## config.mk

```make
export PLATFORM = sky130hd
export DESIGN_NAME = multicycle_controller
export DESIGN_NICKNAME = d
export VERILOG_FILES = /design/src/rtl/multicycle_controller_pkg.sv /design/src/rtl/multicycle_controller_alu_decoder.sv /design/src/rtl/multicycle_controller.sv
export SDC_FILE = /design/constraint.sdc
export NUM_CORES = 1
export LEC_CHECK = 0
export CORE_MARGIN = 2
export CORE_UTILIZATION = 42
export DETAILED_ROUTE_END_ITERATION = 12
export GPL_TIMING_DRIVEN = 0
export PLACE_DENSITY_LB_ADDON = 0.12
export SETUP_SLACK_MARGIN = 0.5
export SLEW_MARGIN = 20
export SYNTH_ARGS = -nofsm -noshare
export SYNTH_HDL_FRONTEND = slang
export SYNTH_SLANG_ARGS = --single-unit
```

## constraint.sdc

```tcl
create_clock -name clk -period 1.9 [get_ports clk]
set_input_delay 0.57 -clock clk [delete_from_list [all_inputs] [get_ports clk]]
set_output_delay 0.57 -clock clk [all_outputs]
set_load 0.02 [all_outputs]
```

## src/rtl/multicycle_controller_pkg.sv

```systemverilog
// -----------------------------------------------------------------------------
// multicycle_controller_pkg
// Shared definitions for the RV32I multicycle control unit: FSM state encoding,
// major opcodes, datapath select encodings, ALU operation classes and the
// immediate-format decode used by the controller.
// -----------------------------------------------------------------------------
package multicycle_controller_pkg;

    typedef enum logic [3:0] {
        S_FETCH,
        S_DECODE,
        S_MEMADR,
        S_MEMREAD,
        S_MEMWB,
        S_MEMWRITE,
        S_EXECR,
        S_EXECI,
        S_ALUWB,
        S_JALR,
        S_LINK,
        S_BRANCH,
        S_UPPER,
        S_ILLEGAL,
        S_HALT
    } state_e;

    localparam logic [6:0] OP_LOAD   = 7'b0000011;
    localparam logic [6:0] OP_STORE  = 7'b0100011;
    localparam logic [6:0] OP_RTYPE  = 7'b0110011;
    localparam logic [6:0] OP_ITYPE  = 7'b0010011;
    localparam logic [6:0] OP_JAL    = 7'b1101111;
    localparam logic [6:0] OP_JALR   = 7'b1100111;
    localparam logic [6:0] OP_BRANCH = 7'b1100011;
    localparam logic [6:0] OP_LUI    = 7'b0110111;
    localparam logic [6:0] OP_AUIPC  = 7'b0010111;

    typedef enum logic [1:0] {
        RES_ALUOUT    = 2'b00,
        RES_DATA      = 2'b01,
        RES_ALURESULT = 2'b10
    } result_src_e;

    typedef enum logic [1:0] {
        SRCA_PC    = 2'b00,
        SRCA_OLDPC = 2'b01,
        SRCA_RD1   = 2'b10,
        SRCA_ZERO  = 2'b11
    } src_a_e;

    typedef enum logic [1:0] {
        SRCB_RD2  = 2'b00,
        SRCB_IMM  = 2'b01,
        SRCB_FOUR = 2'b10
    } src_b_e;

    typedef enum logic [2:0] {
        IMM_I = 3'b000,
        IMM_S = 3'b001,
        IMM_B = 3'b010,
        IMM_J = 3'b011,
        IMM_U = 3'b100
    } imm_src_e;

    typedef enum logic [3:0] {
        ALU_ADD  = 4'b0000,
        ALU_SUB  = 4'b0001,
        ALU_AND  = 4'b0010,
        ALU_OR   = 4'b0011,
        ALU_XOR  = 4'b0100,
        ALU_SLT  = 4'b0101,
        ALU_SLTU = 4'b0110,
        ALU_SLL  = 4'b0111,
        ALU_SRL  = 4'b1000,
        ALU_SRA  = 4'b1001
    } alu_ctrl_e;

    // Operation class handed from the FSM to the ALU decoder.
    typedef enum logic [1:0] {
        ALUOP_ADD,
        ALUOP_SUB,
        ALUOP_RTYPE,
        ALUOP_ITYPE
    } alu_op_e;

    // Immediate format follows the opcode alone, independent of FSM state.
    function automatic imm_src_e imm_src_for(input logic [6:0] op);
        case (op)
            OP_STORE:         return IMM_S;
            OP_BRANCH:        return IMM_B;
            OP_JAL:           return IMM_J;
            OP_LUI, OP_AUIPC: return IMM_U;
            default:          return IMM_I;
        endcase
    endfunction

endpackage

```

## src/rtl/multicycle_controller_alu_decoder.sv

```systemverilog
// -----------------------------------------------------------------------------
// multicycle_controller_alu_decoder
// Maps the FSM's ALU operation class plus funct3/funct7b5 to ALUControl.
//   alu_op_i      in  2  operation class (fixed add, fixed sub, R-type, I-type)
//   funct3_i      in  3  instruction[14:12]
//   funct7b5_i    in  1  instruction[30]
//   alu_control_o out 4  ALU operation select
// -----------------------------------------------------------------------------
module multicycle_controller_alu_decoder
    import multicycle_controller_pkg::*;
(
    input  alu_op_e     alu_op_i,
    input  logic [2:0]  funct3_i,
    input  logic        funct7b5_i,
    output alu_ctrl_e   alu_control_o
);

    // NOTE: combinational blocks assign a default first so no path leaves the
    // output unassigned, which would otherwise infer a latch.
    always_comb begin
        alu_control_o = ALU_ADD;
        case (alu_op_i)
            ALUOP_ADD: alu_control_o = ALU_ADD;
            ALUOP_SUB: alu_control_o = ALU_SUB;
            default: begin
                case (funct3_i)
                    // bit 30 of an I-type add is immediate data, so only R-type subtracts
                    3'b000:  alu_control_o = (alu_op_i == ALUOP_RTYPE && funct7b5_i) ? ALU_SUB : ALU_ADD;
                    3'b001:  alu_control_o = ALU_SLL;
                    3'b010:  alu_control_o = ALU_SLT;
                    3'b011:  alu_control_o = ALU_SLTU;
                    3'b100:  alu_control_o = ALU_XOR;
                    // srai and srli share funct3; bit 30 distinguishes them for both formats
                    3'b101:  alu_control_o = funct7b5_i ? ALU_SRA : ALU_SRL;
                    3'b110:  alu_control_o = ALU_OR;
                    default: alu_control_o = ALU_AND;
                endcase
            end
        endcase
    end

endmodule

```

## src/rtl/multicycle_controller.sv

```systemverilog
// -----------------------------------------------------------------------------
// multicycle_controller
// RV32I multicycle control unit: sequences fetch, decode, execute, memory and
// writeback and drives the multicycle datapath's selects and write enables.
//
// Parameters:
//   USE_MEM_READY  1 = memory states wait for mem_ready, 0 = treated as ready
//   WAIT_TIMEOUT   0 = wait forever, N>0 = HALT after N consecutive stall cycles
// Build option:
//   BRANCH_FULL_EN defined   -> beq/bne/blt/bge/bltu/bgeu decoded
//   BRANCH_FULL_EN undefined -> only beq; other branch funct3 is illegal
//
// Ports:
//   clk, reset (async, active high)
//   op, funct3, funct7b5          instruction fields
//   Zero, Lt, Ltu                 ALU compare flags
//   mem_ready                     memory completes access this cycle
//   PCWrite, AdrSrc, MemWrite, IRWrite, ResultSrc, ALUSrcA, ALUSrcB,
//   RegWrite, ImmSrc, ALUControl  datapath controls
//   IllegalInstr                  one-cycle pulse on an undecodable instruction
//   Halted                        sticky, set on memory wait timeout
// -----------------------------------------------------------------------------
module multicycle_controller
    import multicycle_controller_pkg::*;
#(
    parameter bit          USE_MEM_READY = 1'b1,
    parameter int unsigned WAIT_TIMEOUT  = 0
) (
    input  logic       clk,
    input  logic       reset,
    input  logic [6:0] op,
    input  logic [2:0] funct3,
    input  logic       funct7b5,
    input  logic       Zero,
    input  logic       Lt,
    input  logic       Ltu,
    input  logic       mem_ready,
    output logic       PCWrite,
    output logic       AdrSrc,
    output logic       MemWrite,
    output logic       IRWrite,
    output logic [1:0] ResultSrc,
    output logic [1:0] ALUSrcA,
    output logic [1:0] ALUSrcB,
    output logic       RegWrite,
    output logic [2:0] ImmSrc,
    output logic [3:0] ALUControl,
    output logic       IllegalInstr,
    output logic       Halted
);

    localparam int CNT_W = (WAIT_TIMEOUT > 0) ? $clog2(WAIT_TIMEOUT + 1) : 1;

    state_e             state_q, state_d;
    logic [CNT_W-1:0]   cnt_q, cnt_d;

    logic ready;
    logic waiting;
    logic timeout;
    logic branch_ok;
    logic taken;

    assign ready   = USE_MEM_READY ? mem_ready : 1'b1;
    assign waiting = (state_q inside {S_FETCH, S_MEMREAD, S_MEMWRITE}) && !ready;
    // Fires on the stall cycle that would bring the count to WAIT_TIMEOUT;
    // a ready memory in that cycle clears waiting, so completion wins.
    assign timeout = (WAIT_TIMEOUT > 0) && waiting && ((32'(cnt_q) + 32'd1) == WAIT_TIMEOUT);

`ifdef BRANCH_FULL_EN
    assign branch_ok = !(funct3 inside {3'b010, 3'b011});
    always_comb begin
        taken = 1'b0;
        case (funct3)
            3'b000:  taken = Zero;
            3'b001:  taken = !Zero;
            3'b100:  taken = Lt;
            3'b101:  taken = !Lt;
            3'b110:  taken = Ltu;
            3'b111:  taken = !Ltu;
            default: taken = 1'b0;
        endcase
    end
`else
    logic unused_flags;
    assign unused_flags = Lt ^ Ltu;
    assign branch_ok    = (funct3 == 3'b000);
    assign taken        = Zero;
`endif

    // Next-state and wait-counter logic.
    always_comb begin
        state_d = state_q;
        case (state_q)
            S_FETCH: begin
                if (ready)        state_d = S_DECODE;
                else if (timeout) state_d = S_HALT;
            end
            S_DECODE: begin
                case (op)
                    OP_LOAD, OP_STORE: state_d = S_MEMADR;
                    OP_RTYPE:          state_d = S_EXECR;
                    OP_ITYPE:          state_d = S_EXECI;
                    OP_JAL:            state_d = S_LINK;
                    OP_JALR:           state_d = S_JALR;
                    OP_BRANCH:         state_d = branch_ok ? S_BRANCH : S_ILLEGAL;
                    OP_LUI, OP_AUIPC:  state_d = S_UPPER;
                    default:           state_d = S_ILLEGAL;
                endcase
            end
            S_MEMADR:   state_d = (op == OP_STORE) ? S_MEMWRITE : S_MEMREAD;
            S_MEMREAD: begin
                if (ready)        state_d = S_MEMWB;
                else if (timeout) state_d = S_HALT;
            end
            S_MEMWRITE: begin
                if (ready)        state_d = S_FETCH;
                else if (timeout) state_d = S_HALT;
            end
            S_EXECR, S_EXECI, S_LINK, S_UPPER: state_d = S_ALUWB;
            S_JALR:     state_d = S_LINK;
            S_MEMWB, S_ALUWB, S_BRANCH, S_ILLEGAL: state_d = S_FETCH;
            S_HALT:     state_d = S_HALT;
            default:    state_d = S_FETCH;
        endcase

        if (state_d != state_q) cnt_d = '0;
        else if (waiting)       cnt_d = cnt_q + CNT_W'(1);
        else                    cnt_d = cnt_q;
    end

    // NOTE: sequential state uses non-blocking assignments so every register
    // samples the pre-edge values of the others.
    always_ff @(posedge clk or posedge reset) begin
        if (reset) begin
            state_q <= S_FETCH;
            cnt_q   <= '0;
        end else begin
            state_q <= state_d;
            cnt_q   <= cnt_d;
        end
    end

    // Moore output decode from the registered state.
    logic        pc_write, ir_write, mem_write, reg_write, adr_src, illegal;
    result_src_e result_src;
    src_a_e      src_a;
    src_b_e      src_b;
    alu_op_e     alu_op;
    alu_ctrl_e   alu_control;

    always_comb begin
        pc_write   = 1'b0;
        ir_write   = 1'b0;
        mem_write  = 1'b0;
        reg_write  = 1'b0;
        adr_src    = 1'b0;
        illegal    = 1'b0;
        result_src = RES_ALUOUT;
        src_a      = SRCA_PC;
        src_b      = SRCB_RD2;
        alu_op     = ALUOP_ADD;
        case (state_q)
            S_FETCH: begin
                src_b      = SRCB_FOUR;
                result_src = RES_ALURESULT;
                ir_write   = ready;
                pc_write   = ready;
            end
            S_DECODE: begin
                // Branch/jal target is precomputed into ALUOut here.
                src_a = SRCA_OLDPC;
                src_b = SRCB_IMM;
            end
            S_MEMADR, S_JALR: begin
                src_a = SRCA_RD1;
                src_b = SRCB_IMM;
            end
            S_MEMREAD:  adr_src = 1'b1;
            S_MEMWB: begin
                result_src = RES_DATA;
                reg_write  = 1'b1;
            end
            S_MEMWRITE: begin
                adr_src   = 1'b1;
                mem_write = 1'b1;
            end
            S_EXECR: begin
                src_a  = SRCA_RD1;
                alu_op = ALUOP_RTYPE;
            end
            S_EXECI: begin
                src_a  = SRCA_RD1;
                src_b  = SRCB_IMM;
                alu_op = ALUOP_ITYPE;
            end
            S_ALUWB:    reg_write = 1'b1;
            S_LINK: begin
                // PC takes the target held in ALUOut while OldPC+4 is formed.
                pc_write = 1'b1;
                src_a    = SRCA_OLDPC;
                src_b    = SRCB_FOUR;
            end
            S_BRANCH: begin
                src_a    = SRCA_RD1;
                alu_op   = ALUOP_SUB;
                pc_write = taken;
            end
            S_UPPER: begin
                src_a = (op == OP_LUI) ? SRCA_ZERO : SRCA_OLDPC;
                src_b = SRCB_IMM;
            end
            S_ILLEGAL:  illegal = 1'b1;
            default: ;
        endcase
    end

    multicycle_controller_alu_decoder u_alu_decoder (
        .alu_op_i      (alu_op),
        .funct3_i      (funct3),
        .funct7b5_i    (funct7b5),
        .alu_control_o (alu_control)
    );

    // Enables are gated by reset so nothing writes while reset is asserted,
    // even though FETCH would otherwise follow mem_ready.
    assign PCWrite      = pc_write  & ~reset;
    assign IRWrite      = ir_write  & ~reset;
    assign MemWrite     = mem_write & ~reset;
    assign RegWrite     = reg_write & ~reset;
    assign AdrSrc       = adr_src;
    assign ResultSrc    = result_src;
    assign ALUSrcA      = src_a;
    assign ALUSrcB      = src_b;
    assign ImmSrc       = imm_src_for(op);
    assign ALUControl   = alu_control;
    assign IllegalInstr = illegal;
    assign Halted       = (state_q == S_HALT);

endmodule

```

==> results of run 1 <==
-- metrics by stage --
step	TNS (ns)	utilization, %	std cells	instance area, sq um	hold WS [ns]
2_1_floorplan	-0.247	-	123	1180	0.345
3_3_place_gp	-12.17	79.3	183	1540	0.717
3_5_place_dp	-12.62	79.3	183	1540	0.761
-- kinds of logic after synthesis --
kind of cell / synth area share [%]
simple gates: 44.6
compound gates: 28.2
buf+inv: 10.9
flops: 11.8
xor+xnor: 2.06
mux: 2.50
==> summary.md, run 1 <==
| Metric | Value |
|---|---|
| Status | stopped before the end |
| Fail Step | clock tree synthesis (4_1_cts) |
| Err | [ERROR DPL-0038] Utilization greater than 100%, impossible to legalize |
| Post-synthesis sequential area ratio | 11.8% |
| Clk sinks | 4 |
| Ys async rst share | 100% |
| Leading cell types by count after synthesis | 13 x nand2_1, 11 x nor2_1, 9 x a21oi_1 |
| Setup bufs post-CTS | 44 |
| CTS Hold Bufs | 0 |
| I/O Buffers | 33 |
| I/O pin total | 37 |
| Worst slack, placed | -1.07 ns |
| Root Buffer | clkbuf_4 |
| CTS resizes | 211 |
| Synth top area share | 11.8% |
| CTS max path bufs | 2 |
| Top_reg_cell synth | dfrtp_1 |
| Row Count | 16 |
| Flops & latches, synth | 4 |
| H-tree levels | 1 |
| Synth Net Count | 140 |
| Count leader, synth | nand2_1 |
| CTS Buf Count | 3 |
| Hpwl dp | 2240 microns |
| Initial core utilization | 43.8% |
| Die height | 49.0 microns |
| Largest cells by area after synthesis | dfrtp_1 12%, nand2_1 5.7%, a21oi_1 5.3% |
| Synthesized cell area | 851 sq um |
| Leading area contributor after synthesis | dfrtp_1 |
| Ys Warns | 0 |
| Distinct cells, synth | 49 |
| Final estimated routing congestion in global placement | 0.855 |
| Avg Inst Size Synth | 6.92 sq um |
| Mapped Cells | 123 |
| Post-synth EDFFs | 0 |
| Die X | 49.0 microns |
==> inputs of run 2 (changes only) <==
--- a/config.mk
+++ b/config.mk
@@ -5,12 +5,11 @@
 export SDC_FILE = /design/constraint.sdc
 export NUM_CORES = 1
 export LEC_CHECK = 0
-export CORE_MARGIN = 2
-export CORE_UTILIZATION = 42
+export CORE_AREA = 2 2 63 65
 export DETAILED_ROUTE_END_ITERATION = 12
+export DIE_AREA = 0 0 65 67
 export GPL_TIMING_DRIVEN = 0
-export PLACE_DENSITY_LB_ADDON = 0.12
-export SETUP_SLACK_MARGIN = 0.5
+export PLACE_DENSITY_LB_ADDON = 0.15
 export SLEW_MARGIN = 20
 export SYNTH_ARGS = -nofsm -noshare
 export SYNTH_HDL_FRONTEND = slang
==> run 2 against run 1 <==
  * The flow now finishes, with violations (negative setup slack)
  * Synthesized cell count is the same
  * Area after synthesis is the same
==> summary.md, run 2 <==
| Metric | Value |
|---|---|
| Status | finished with violations |
| Violated checks | negative setup slack |
| Endpoint class of the critical path | output port |
| Fin. Hold Viols | 0 |
| Max cap viols | 0 |
| Synth Net Count | 140 |
| Wire per inst | 14.2 microns |
| Max FFs per register | 4 |
| CP Launch Type | register |
| Global-route wire length before repair | 5340 microns |
| Initial core utilization | 23.6% |
| RSZ-0062 raised after global routing | yes |
| Distinct cells, synth | 49 |
| Hpwl dp | 2190 microns |
| Final instance area | 0.00170 sq mm |
| Pwr/cell area | 1240 mW/mm^2 |
| Most Frequent Cell on Critical Path | buf_6 |
| Worst Path Max Fanout | 6 |
| Largest cells by area after synthesis | dfrtp_1 12%, nand2_1 5.7%, a21oi_1 5.3% |
| Biggest registers after layout | state_q: 4 flops |
| Antenna violations before repair | 0 |
| CP max stage delay | 0.37 ns |
| CP cell instances | buf_6 > buf_6 > buf_6 > nand2b_4 > o21ai_2 > mux2_4 > buf_6 |
| Core area | 0.00361 sq mm |
| Avg Inst Size Synth | 6.92 sq um |
| Leading area contributor after synthesis | dfrtp_1 |
| Total GRT Usage | 15.4% |
| Share of cells above drive strength 1 | 61.7% |
| Total die area | 0.00436 sq mm |
| I/O Buffers | 33 |
| Pleak | 0.715 nW |
| Commonest non-fill, non-tap cell in the layout | buf_4 |
| Worst Path Required | 1.33 ns |
| Routed vias | 1134 |
| Clk Latency, worst-skew pair | 0.21 ns |
| Leading cell types by count after synthesis | 13 x nand2_1, 11 x nor2_1, 9 x a21oi_1 |
| Ys async rst share | 100% |
| Max Slew Vio Count | 0 |
| Die height | 67 microns |
| Biggest register | state_q |
| Worst endpoint data arrival time | 1.49 ns |
| Synth top area share | 11.8% |
| Slowest stage cell, crit path | dfrtp_1 |
| Vias in the first global route | 1147 |
| Crit path max-delay family | buffers and inverters |
| Hold Slack | 0.262 ns |
| Ys Warns | 0 |
| Row Count | 22 |
| Clk sinks | 4 |
| Filler instances | 363 |
| Fmax | 0.486 GHz |
| Worst slack, placed | -1.09 ns |
| Clk_skew | 0.000841 ns |
| Relative slew slack | 83.1% |
| Commonest cells after routing, fill and taps aside | 27 x buf_4, 22 x buf_6, 10 x nand2_1 |
| Hold Crit Class | primary input to asynchronous set/reset pin |
| Final Power | 2.11 mW |
| Flops & latches, synth | 4 |
| # nets final | 202 |
| CTS max path bufs | 2 |
| Final estimated routing congestion in global placement | 0.800 |
| Clock-pin slew on the worst setup and hold paths | 0.03 ns |
| Top_reg_cell synth | dfrtp_1 |
| Starting DRC count in detailed routing | 22 |
| Final ANT Viol Nets | 0 |
| N_diodes | 0 |
| Post-synthesis sequential area ratio | 11.8% |
| Final setup violation count | 10 |
| R2r startpoint | state_q[1]$_DFFE_PP0P_ |
| Detailed Route WL | 3280 microns |
| Worst slew pin tran | 0.247 ns |
| Area Growth Syn to Fin | 100% |
| Peak supply drop | 0.430 mV |
| Post-synth EDFFs | 0 |
| I/O pin total | 37 |
| Tmin final | 2.06 ns |
| Reg2Reg Setup Slack | 0.27 ns |
| Register area | 103 sq um |
| H-tree levels | 1 |
| Final worst-path cycle share | 108% |
| CTS Hold Bufs | 0 |
| Drt via density | 4.91 |
| R2r worst-path depth | 8 |
| R2R Path End | state_q[2]$_DFFE_PP0P_ |
| Final WS setup | -0.158 ns |
| Drt pass-1 iters | 4 |
| Synthesized cell area | 851 sq um |
| Pin count of the biggest net entering global routing | 11 |
| Footprint of the multi-input gates | 863 sq um |
| Die X | 65 microns |
| Total gr overflow | 0 |
| TritonCTS clock tree | done |
| CTS Buf Count | 3 |
| # DRC | 0 |
| Mapped Cells | 123 |
| Critical path class | register to output port |
| Placed Area | 0.00131 sq mm |
| Worst path buffer plus inverter count | 4 |
| Root Buffer | clkbuf_8 |
| Count leader, synth | nand2_1 |
==> run 2: kinds of logic after synthesis <==
family                 Yosys count  synth area share, %
XOR/XNOR                         2                 2.06
multiplexers                     2                 2.50
buffers and inverters           15                 10.9
flip-flops                       4                 11.8
AND/OR/NAND/NOR                 64                 44.6
AO/OA/AOI/OAI                   36                 28.2
==> run 2: worst max-delay path by stage <==
stage / startpoint / end / slack (ns) / depth (start not counted)
floorplan: op[6] / ALUSrcA[1] / -0.13 / 5
global placement: op[2] / ALUSrcA[1] / -1.09 / 6
CTS: state_q[1]$_DFFE_PP0P_ / ALUControl[0] / -0.22 / 6
global route: state_q[1]$_DFFE_PP0P_ / ALUSrcB[0] / -0.21 / 7
finish: state_q[1]$_DFFE_PP0P_ / ALUSrcB[0] / -0.16 / 7
detailed placement: op[6] / ALUSrcA[1] / -1.09 / 7
==> run 2: repair_timing <==
item	CTS	global route
cloned	1	0
setup buffers	21	5
setup endpoints to repair	20	19
resized for setup	174	41
pin swaps	17	10
==> run 2: worst register-to-register path: stages (launching register included) <==
cell     delay, ns
dfrtp_1       0.37
buf_6         0.14
and2b_4       0.17
buf_4         0.13
buf_6         0.11
buf_4         0.13
nand2_1       0.06
o32ai_1       0.07
o32a_1        0.33
==> run 2: power breakdown <==
part	internal, mW	switching (mW)
Sequential	0.124	0.0404
Combinational	0.924	0.853
Clock	0.134	0.0380
Total	1.18	0.932
==> run 2: cell type report <==
| type | count | area share, % |
|---|---|---|
| buffer | 7 | 5.58 |
| clock buffer | 3 | 2.42 |
| inverter | 6 | 1.54 |
| multi-input combinational | 104 | 50.7 |
| sequential | 4 | 6.02 |
| tap | 48 | 3.53 |
| timing repair buffer | 59 | 30.2 |
==> run 2: per-stage QoR <==
stage,TNS (ns),utilization [%],cells
after floorplan,-0.237,-,123
after global placement,-12.30,36.2,204
after detailed placement,-12.52,36.2,204
after CTS,-1.35,44.1,228
after global routing,-1.70,47.2,231
final,-1.01,47.2,231
==> run 2: routing by layer <==
layer / share of wire (%) / vias up / track usage, %
li1: - / 568 / -
met1: 43 / 527 / 18.2
met2: 52 / 35 / 28.1
met3: 3.9 / 4 / 2.53
met4: 0.85 / 0 / 4.79
met5: 0 / - / 0
(Power assumes the default switching activity.)
==> inputs of run 3 (changes only) <==
==> constraint.sdc (replaced) <==
create_clock -name clk -period 2.4 [get_ports clk]
set_input_delay 0.72 -clock clk [delete_from_list [all_inputs] [get_ports clk]]
set_output_delay 0.72 -clock clk [all_outputs]
set_load 0.02 [all_outputs]
==> run 3 against run 2 <==
  * The run now ends clean
  * Die area unchanged
  * Combinational power down 48%
  * Via count down 6.6%
  * Total power down 44%
  * Largest power group unchanged
  * Critical path type is now primary input to output port
  * Largest cell class unchanged
==> summary.md, run 3 (synthesized netlist as in run 2, its figures left out) <==
| Metric | Value |
|---|---|
| Status | complete, no violations |
| RSZ-0062 raised after global routing | no |
| Biggest registers after layout | state_q: 4 flops |
| Final instance area | 0.00133 sq mm |
| Max FFs per register | 4 |
| Worst slew pin tran | 0.281 ns |
| Max Slew Vio Count | 0 |
| Clk_skew | 0.00103 ns |
| Placed Area | 0.00126 sq mm |
| Final worst-path cycle share | 98.0% |
| Fin. Hold Viols | 0 |
| Relative slew slack | 81.2% |
| Core area | 0.00361 sq mm |
| Final ANT Viol Nets | 0 |
| Hold Slack | 0.539 ns |
| I/O pin total | 37 |
| H-tree levels | 1 |
| CP Launch Type | primary input |
| Hold Crit Class | primary input to asynchronous set/reset pin |
| Wire per inst | 13.2 microns |
| # nets final | 186 |
| Worst Path Max Fanout | 1 |
| R2R Path End | state_q[2]$_DFFE_PP0P_ |
| # DRC | 0 |
| Total gr overflow | 0 |
| Commonest cells after routing, fill and taps aside | 16 x buf_4, 12 x nand2_1, 11 x clkbuf_2 |
| Clk sinks | 4 |
| Reg2Reg Setup Slack | 1.03 ns |
| Critical path class | primary input to output port |
| Total die area | 0.00436 sq mm |
| Drt via density | 4.93 |
| Pwr/cell area | 899 mW/mm^2 |
| Initial core utilization | 23.6% |
| Clk Latency, worst-skew pair | 0.21 ns |
| N_diodes | 0 |
| Antenna violations before repair | 0 |
| Final WS setup | 0.0490 ns |
| Total GRT Usage | 13.7% |
| Worst endpoint data arrival time | 1.63 ns |
| CP max stage delay | 0.39 ns |
| Starting DRC count in detailed routing | 31 |
| CTS Buf Count | 3 |
| Clock-pin slew on the worst setup and hold paths | 0.03 ns |
| R2r worst-path depth | 6 |
| Row Count | 22 |
| Die X | 65 microns |
| Die height | 67 microns |
| Pleak | 0.596 nW |
| Pin count of the biggest net entering global routing | 11 |
| Max cap viols | 0 |
| Commonest non-fill, non-tap cell in the layout | buf_4 |
| Slowest stage cell, crit path | clkdlybuf4s50_1 |
| I/O Buffers | 33 |
| Vias in the first global route | 1051 |
| Share of cells above drive strength 1 | 39.5% |
| Final estimated routing congestion in global placement | 0.818 |
| Worst slack, placed | -0.890 ns |
| CP cell instances | clkdlybuf4s50_1 > nand2b_1 > a41o_1 > buf_2 |
| Hpwl dp | 2210 microns |
| CTS max path bufs | 2 |
| TritonCTS clock tree | done |
| Biggest register | state_q |
| Final setup violation count | 0 |
| Worst Path Required | 1.68 ns |
| Routed vias | 1059 |
| Endpoint class of the critical path | output port |
| Area Growth Syn to Fin | 55.9% |
| Global-route wire length before repair | 4810 microns |
| Fmax | 0.425 GHz |
| Peak supply drop | 0.295 mV |
| Non-Filler Instances | 215 |
| Tmin final | 2.35 ns |
| Placed cell count | 204 |
| R2r startpoint | state_q[1]$_DFFE_PP0P_ |
| Root Buffer | clkbuf_8 |
| Drt pass-1 iters | 4 |
| Detailed Route WL | 2840 microns |
==> run 3: cell count changes in the layout (fill, tap and decap cells not counted), sizes merged <==
cell	before	now
dlymetal6s2s	0	2
buf	58	25
clkbuf	7	15
bufbuf	1	0
dlygate4sd2	3	8
clkdlybuf4s15	0	2
clkdlybuf4s50	0	1
==> run 3: area by class of cell <==
cell class / instances / area, sq um
timing repair buffer: 42 / 314
inverter: 6 / 26.3
multi-input combinational: 104 / 711
buffer: 8 / 71.3
sequential: 4 / 103
tap: 48 / 60.1
clock buffer: 3 / 41.3
fill: 410 / 2280
==> run 3: layer usage <==
| metal | wire length, microns | vias up | global-route usage [%] |
|---|---|---|---|
| met5 | 0 | - | 0 |
| met3 | 117 | 0 | 1.35 |
| met2 | 1380 | 28 | 24.9 |
| met1 | 1340 | 496 | 18.0 |
| met4 | 0 | 0 | 1.60 |
| li1 | - | 535 | - |
==> run 3: worst max-delay path: cells and delay by family <==
kind                   cells  cell delay, ns
AOI/OAI and AO/OA          1            0.23
and+or+nand+nor            1            0.13
buffers and inverters      2            0.54
==> run 3: stage by stage <==
stage / setup TNS, ns / util (%) / power (mW)
after floorplan: 0 / - / 0.745
after global placement: -7.07 / 35.1 / 1.05
after detailed placement: -7.44 / 35.1 / 1.06
after CTS: -0.247 / 36.9 / 1.17
after global routing: 0 / 36.8 / 1.30
final: 0 / 36.8 / 1.19
==> run 3: where the power goes <==
group	leakage, nW	switching [mW]	internal [mW]
clock network	0.0216	0.0301	0.107
logic	0.525	0.517	0.405
registers	0.0488	0.0355	0.0984
total	0.596	0.583	0.610
==> run 3: worst max-delay path by stage <==
stage	to	start	cells past startpoint	slack, ns
floorplan	ALUSrcA[1]	op[6]	5	0.003
global placement	ALUSrcA[1]	op[2]	6	-0.86
detailed placement	ALUSrcA[1]	op[2]	6	-0.89
CTS	ALUSrcA[1]	op[6]	7	-0.13
global route	ALUSrcA[1]	op[2]	6	0.008
finish	PCWrite	Zero	4	0.05
==> run 3: repair_timing <==
action | in CTS | in global routing
pin swaps | 3 | 6
resized for setup | 80 | 31
setup endpoints to repair | 20 | 14
setup buffers | 5 | 4
hold buffers | 0 | 0
endpoints found under the hold margin | 0 | 0
==> inputs of run 4 (changes only) <==
--- a/config.mk
+++ b/config.mk
@@ -5,11 +5,12 @@
 export SDC_FILE = /design/constraint.sdc
 export NUM_CORES = 1
 export LEC_CHECK = 0
+export CAP_MARGIN = 20
 export CORE_AREA = 2 2 63 65
 export DETAILED_ROUTE_END_ITERATION = 12
 export DIE_AREA = 0 0 65 67
 export GPL_TIMING_DRIVEN = 0
-export PLACE_DENSITY_LB_ADDON = 0.15
+export PLACE_DENSITY = 0.52
 export SLEW_MARGIN = 20
 export SYNTH_ARGS = -nofsm -noshare
 export SYNTH_HDL_FRONTEND = slang
==> run 4 against run 3 <==
  * Setup slack worse by 0.011 ns
  * Hold slack got worse by 0.0031 ns
  * Highest routed layer unchanged
  * Final area up 1.9%
  * Critical endpoint is now ImmSrc[0]
==> summary.md, run 4 (synthesized netlist as in run 2, its figures left out) <==
| Metric | Value |
|---|---|
| Status | complete, no violations |
| Wire per inst | 13.5 microns |
| Fin. Hold Viols | 0 |
| Hold Slack | 0.536 ns |
| Worst Path Required | 1.68 ns |
| Total die area | 0.00436 sq mm |
| Hpwl dp | 2230 microns |
| Endpoint class of the critical path | output port |
| Final setup violation count | 0 |
| Setup Total Neg Slack | 0 ns |
| Starting DRC count in detailed routing | 32 |
| Tmin final | 2.36 ns |
| Die X | 65 microns |
| Final Power | 1.19 mW |
| Antenna violations before repair | 0 |
| Final estimated routing congestion in global placement | 0.835 |
| Final ANT Viol Nets | 0 |
| CTS max path bufs | 2 |
| Critical path class | primary input to output port |
| Pwr/cell area | 880 mW/mm^2 |
| Pin count of the biggest net entering global routing | 11 |
| Util after Layout | 37.5% |
| Clk sinks | 4 |
| Clk_skew | 0.00172 ns |
| Global-route wire length before repair | 4770 microns |
| Total GRT Usage | 13.8% |
| TritonCTS clock tree | done |
| Max cap viols | 0 |
| H-tree levels | 1 |
| Biggest registers after layout | state_q: 4 flops |
| Max FFs per register | 4 |
| Total gr overflow | 0 |
| Row Count | 22 |
| Worst endpoint data arrival time | 1.64 ns |
| Hold Crit Class | primary input to asynchronous set/reset pin |
| Commonest non-fill, non-tap cell in the layout | buf_4 |
| CP Launch Type | primary input |
| Fmax | 0.423 GHz |
| Routed vias | 1061 |
| Commonest cells after routing, fill and taps aside | 15 x buf_4, 12 x nand2_1, 10 x nor2_1, 10 x dlygate4sd2_1, 7 x buf_6 |
| Pleak | 0.597 nW |
| Root Buffer | clkbuf_8 |
| # DRC | 0 |
| Max Slew Vio Count | 0 |
| Core area | 0.00361 sq mm |
| Worst slew pin tran | 0.269 ns |
| CTS Buf Count | 3 |
| Area Growth Syn to Fin | 58.8% |
| Die height | 67 microns |
| I/O Buffers | 33 |
| N_diodes | 0 |
| Detailed Route WL | 2920 microns |
| Final worst-path cycle share | 98.4% |
| Drt pass-1 iters | 4 |
| Peak supply drop | 0.277 mV |
| Drt via density | 4.91 |
| Clock-pin slew on the worst setup and hold paths | 0.03 ns |
| Vias in the first global route | 1028 |
| Share of cells above drive strength 1 | 38.1% |
| I/O pin total | 37 |
| Clk Latency, worst-skew pair | 0.21 ns |
| Biggest register | state_q |
| Initial core utilization | 23.6% |
| Relative slew slack | 81.9% |
| # nets final | 187 |
| Worst Path Max Fanout | 3 |
## run 4: cell count changes in the layout (fill, tap and decap cells not counted), sizes merged
cell / before / now
dlymetal6s2s: 2 / 1
clkbuf: 15 / 10
clkdlybuf4s15: 2 / 4
buf: 25 / 28
dlygate4sd2: 8 / 10
## run 4: where the power goes
group	switching (mW)	internal, mW	total, mW	leakage [nW]
Sequential	0.0352	0.0985	0.134	0.0488
Clock	0.0298	0.106	0.136	0.0216
Combinational	0.519	0.400	0.919	0.527
## run 4: what timing repair did
item                       in CTS  in global routing
gates resized for setup        88                 22
hold buffers                    0                  0
setup endpoints to repair      20                 11
buffers inserted                5                  4
pin swaps                       4                  4
## run 4: final timing paths
kind                                         from                     end  slack [ns]  cells after the start
max reg2reg                state_q[1]$_DFFE_PP0P_  state_q[2]$_DFFE_PP0P_        1.02                      6
min reg2reg                state_q[3]$_DFFE_PP0P_  state_q[3]$_DFFE_PP0P_        0.66                      2
max in group asynchronous                   reset  state_q[0]$_DFFE_PP0P_        1.73                      2
min in group clk           state_q[3]$_DFFE_PP0P_  state_q[3]$_DFFE_PP0P_        0.66                      2
max                                         op[6]               ImmSrc[0]        0.04                      7
min                                         reset  state_q[1]$_DFFE_PP0P_        0.54                      2
## run 4: final cells by class
type / instances / area [sq um]
Fill cell: 407 / 2250
Clock buffer: 3 / 41.3
Timing Repair Buffer: 42 / 330
Buffer: 9 / 82.6
Tap cell: 48 / 60.1
Sequential cell: 4 / 103
Inverter: 6 / 26.3
Multi-Input combinational cell: 104 / 708
## run 4: metrics by stage
step | instance area (sq um) | setup WS, ns | std cells
floorplan | 875 | 0.00347 | 123
global placement | 1260 | -0.859 | 204
detailed placement | 1260 | -0.868 | 204
CTS | 1340 | -0.0853 | 212
global route | 1350 | -0.00125 | 216
finish | 1350 | 0.0381 | 216
## run 4: worst max-delay path: stages
cell     delay (ns)
buf_6          0.09
buf_6          0.11
buf_6          0.12
nor3_4         0.25
inv_2          0.07
a21oi_2        0.14
buf_4          0.15
## run 4: metal layers
metal | share of wire, % | vias to the layer above | track usage [%]
met4 | 0 | 0 | 1.60
met1 | 45 | 484 | 17.9
met5 | 0 | - | 0
met3 | 6.2 | 0 | 1.69
li1 | - | 539 | -
met2 | 49 | 38 | 24.9
